File: src/rtl/comparator_4bit.sv
// Registered 4-bit magnitude comparator with 74x85-style cascade in/out.
// Optional macro COMPARATOR_4BIT_CASCADE_ERR_EN adds a registered cascade_err flag.
module comparator_4bit #(
  parameter int WIDTH = 4
) (
  input  logic             clk,
  input  logic             rst_n,
  input  logic             LTin,
  input  logic             EQIn,
  input  logic             GTin,
  output logic             LTout,
  output logic             EQout,
  output logic             GTout,
  input  logic [WIDTH-1:0] A,
  input  logic [WIDTH-1:0] B
`ifdef COMPARATOR_4BIT_CASCADE_ERR_EN
  ,
  output logic             cascade_err
`endif
);

  logic lt_d, eq_d, gt_d;
  logic lt_q, eq_q, gt_q;
  logic casc_bad;

  always_comb begin
    lt_d     = 1'b0;
    eq_d     = 1'b0;
    gt_d     = 1'b0;
    casc_bad = 1'b0;
    if (A > B) begin
      gt_d = 1'b1;
    end else if (A < B) begin
      lt_d = 1'b1;
    end else begin
      // Invalid cascade combinations fall back to EQ so the result stays one-hot.
      unique case ({LTin, EQIn, GTin})
        3'b100:  lt_d = 1'b1;
        3'b010:  eq_d = 1'b1;
        3'b001:  gt_d = 1'b1;
        default: begin
          eq_d     = 1'b1;
          casc_bad = 1'b1;
        end
      endcase
    end
  end

  always_ff @(posedge clk) begin
    if (!rst_n) begin
      lt_q <= 1'b0;
      eq_q <= 1'b1;
      gt_q <= 1'b0;
    end else begin
      lt_q <= lt_d;
      eq_q <= eq_d;
      gt_q <= gt_d;
    end
  end

  assign LTout = lt_q;
  assign EQout = eq_q;
  assign GTout = gt_q;

`ifdef COMPARATOR_4BIT_CASCADE_ERR_EN
  logic err_q;

  always_ff @(posedge clk) begin
    if (!rst_n) begin
      err_q <= 1'b0;
    end else begin
      err_q <= casc_bad;
    end
  end

  assign cascade_err = err_q;
`else
  logic unused_casc_bad;
  assign unused_casc_bad = casc_bad;
`endif

endmodule

File: config.mk
export PLATFORM = sky130hd
export DESIGN_NAME = comparator_4bit
export DESIGN_NICKNAME = d
export VERILOG_FILES = /design/src/rtl/comparator_4bit.sv
export SDC_FILE = /design/constraint.sdc
export NUM_CORES = 1
export LEC_CHECK = 0
export CAP_MARGIN = 20
export CORE_AREA = 2 2 39 41
export CTS_BUF_LIST = sky130_fd_sc_hd__clkbuf_4
export DETAILED_ROUTE_END_ITERATION = 8
export DIE_AREA = 0 0 41 43
export SLEW_MARGIN = 30
export SYNTH_ARGS = -nofsm -noshare
export SYNTH_HDL_FRONTEND = slang
export SYNTH_SLANG_ARGS = --single-unit
File: constraint.sdc
create_clock -name clk -period 1.75 [get_ports clk]
set_input_delay 0.35 -clock clk [delete_from_list [all_inputs] [get_ports clk]]
set_output_delay 0.35 -clock clk [all_outputs]
set_load 0.005 [all_outputs]
==> impl_metrics.yaml, run 1 <==
grt:
  gr-total-overflow: 0
  antenna_found_initial: 0
  grt_pass1_wl_um: 731
  track_usage_pct: 6.41
  grt_pass1_vias: 204
  grt_max_degree: 4
hold_path:
  holdPathStages: 2
  hold_path.class: "in2reg"
run:
  max_cap_viol_count: 0
floorplanning:
  row_count: 14
  die_height_um: 43
  ios: 16
  fp.dieW_um: 41
  coreArea_um2: 1380
  die_area_um2: 1760
  initial_utilization_pct: 15.9
timing:
  maxSlewHeadroom_pct: 87.4
  finalHoldViolations: 0
  period_share_pct: 86.1
  finalMaxSlewViolations: 0
  rsz0062_at_grt: "no"
  setup_viol: 0
  max_freq_mhz: 664
  worst_pin_slew_ps: 187
  tns_ps: 0
  finalCriticalPeriod_ps: 1510
route:
  vias: 224
  antenna_left: 0
  drt_iter0_drc: 0
  wl_per_cell_um: 6.67
  wl_um: 407
  drt_pass1_iterations: 1
  viasPerCell: 3.67
  drc: 0
setup_path:
  critPathArrivalTime_ps: 1630
  cp_slowest_cell: "clkdlybuf4s50_1"
  slowest_delay_ps: 450
  cp-start-kind: "input pin"
  cp.required_ps: 1870
  critPathMaxFanout: 3
  crit_chain: "clkdlybuf4s50_1 -> inv_1 -> ha_1 -> nand2_1 -> nor2_1 -> o21ai_1 -> and3_1"
  worstSetupPathType: "in2reg"
  critPathCaptureType: "flop"
yosys:
  syn_nets: 43
  synth_mux_area_share_pct: 0
  syn_area_um2: 220
  yosys.area.top_type: "dfxtp_1"
  synth_cells: 26
  synth.area.top_cells: "dfxtp_1, ha_1, inv_1"
  synth_xor_xnor_area_share_pct: 0
  synth_top_area_share_pct: 27.3
  yosysUniqueCellTypes: 15
  synthAdderAreaFrac_pct: 22.7
  synthSimpleGateAreaFrac_pct: 18.2
  avgSynthCellArea_um2: 8.47
  synth_compound_area_share_pct: 23.3
  ys_seq_area_share_pct: 27.3
  synth_top_family_by_area: "compound AO/OA/AOI/OAI gates"
  synth-seq-cells: 3
  yosysWarnings: 0
finish:
  area_growth_pct: 90.9
  fin_util_pct: 30.4
  num-nets-final: 63
  nFillCells: 153
  layout_commonest_cell: "clkdlybuf4s50_1"
  diodes: 0
  drive_gt1_share_pct: 15.6
  layout_common_cells: "clkdlybuf4s50_1, inv_1, ha_1, clkbuf_4"
  fin_cells: 61
cts:
  cts_buffers: 3
  postCtsSetupBuffers: 0
  clkTransAtPathRegs_ps: 30
  cts_tree: "built"
  htreeDepth: 1
  cts_resized: 0
  clockRootBuffer: "clkbuf_4"
  holdBufCountCts: 0
  cts_buffer_depth: 2
  clock_sinks: 3
place:
  place_congestion: 0.653
  dpl.cell_count: 57
  portBuffers: 15
power:
  power_density_nw_per_um2: 672
  p_leak_nw: 0.186
  vdd_drop_max_uv: 119
outcome:
  status: "complete, no violations"
routing by layer:
metal / up-vias / part of all wire [%] / GRT usage (%)
met5: - / 0 / 0
met2: 13 / 40 / 7.81
met3: 0 / 13 / 1.57
met4: 0 / 0 / 8.00
met1: 86 / 47 / 7.67
li1: 125 / - / -
cells by family after synthesis:
| kind of cell | after synthesis |
|---|---|
| and+or+nand+nor | 7 |
| AOI/OAI and AO/OA | 7 |
| buffers and inverters | 5 |
| adders and majority gates | 4 |
| DFF | 3 |
where the power goes:
group	internal (mW)	switching (mW)
clock	0.101	0.0335
sequential	0.0747	0.00118
combinational	0.0481	0.0244
total	0.223	0.0591
flip-flops by register name, summed over array words and instances (netlist names):
signal	cells
LTout	1
GTout	1
EQout	1
through the flow:
| stage | total power [mW] | worst slack, ps | cell area, um^2 | hold WS (ps) |
|---|---|---|---|---|
| 6_report | 0.283 | 243 | 420 | 674 |
| 5_1_grt | 0.310 | 166 | 420 | 691 |
| 4_1_cts | 0.291 | 246 | 420 | 675 |
| 3_5_place_dp | 0.151 | -2.69 | 390 | 914 |
| 3_3_place_gp | 0.150 | 36.0 | 390 | 909 |
| 2_1_floorplan | 0.106 | 539 | 220 | 415 |
critical path, delay by kind of cell:
family	cells	cell delay, ps
AO/OA/AOI/OAI	1	110
adder cells (fa/ha/maj)	1	270
buffers and inverters	2	490
AND/OR/NAND/NOR	3	410
path summary, 6_finish.rpt:
kind	slack, ps	startpoint	to
worst min-delay path	670	rst_n	EQout$_SDFF_PN1_
worst max-delay path	240	B[3]	GTout$_SDFF_PN0_
cells in the mapped netlist, drive strengths merged:
| library cell | count |
|---|---|
| inv | 5 |
| o21ai | 2 |
| nand2 | 3 |
| nor3b | 1 |
| a21oi | 2 |
| nor2 | 1 |
| nand2b | 1 |
| a21boi | 1 |
| and3 | 1 |
| o21a | 1 |
| o31ai | 1 |
| dfxtp | 3 |
| ha | 4 |
final cells by class:
type | instances | area [um^2] | share of cell area (%)
timing repair buffer | 15 | 150 | 35.7
sequential | 3 | 60.1 | 14.3
clock buffer | 4 | 30.0 | 7.14
inverter | 5 | 18.8 | 4.46
tap | 16 | 20.0 | 4.76
multi-input combinational | 18 | 141 | 33.6
(Power assumes the default switching activity.)
==> inputs of run 2 (changes only) <==
Settings changed: CAP_MARGIN 20 to unset.
==> results of run 2 <==
The final DEF is identical to that of run 1; final timing and power are the same.
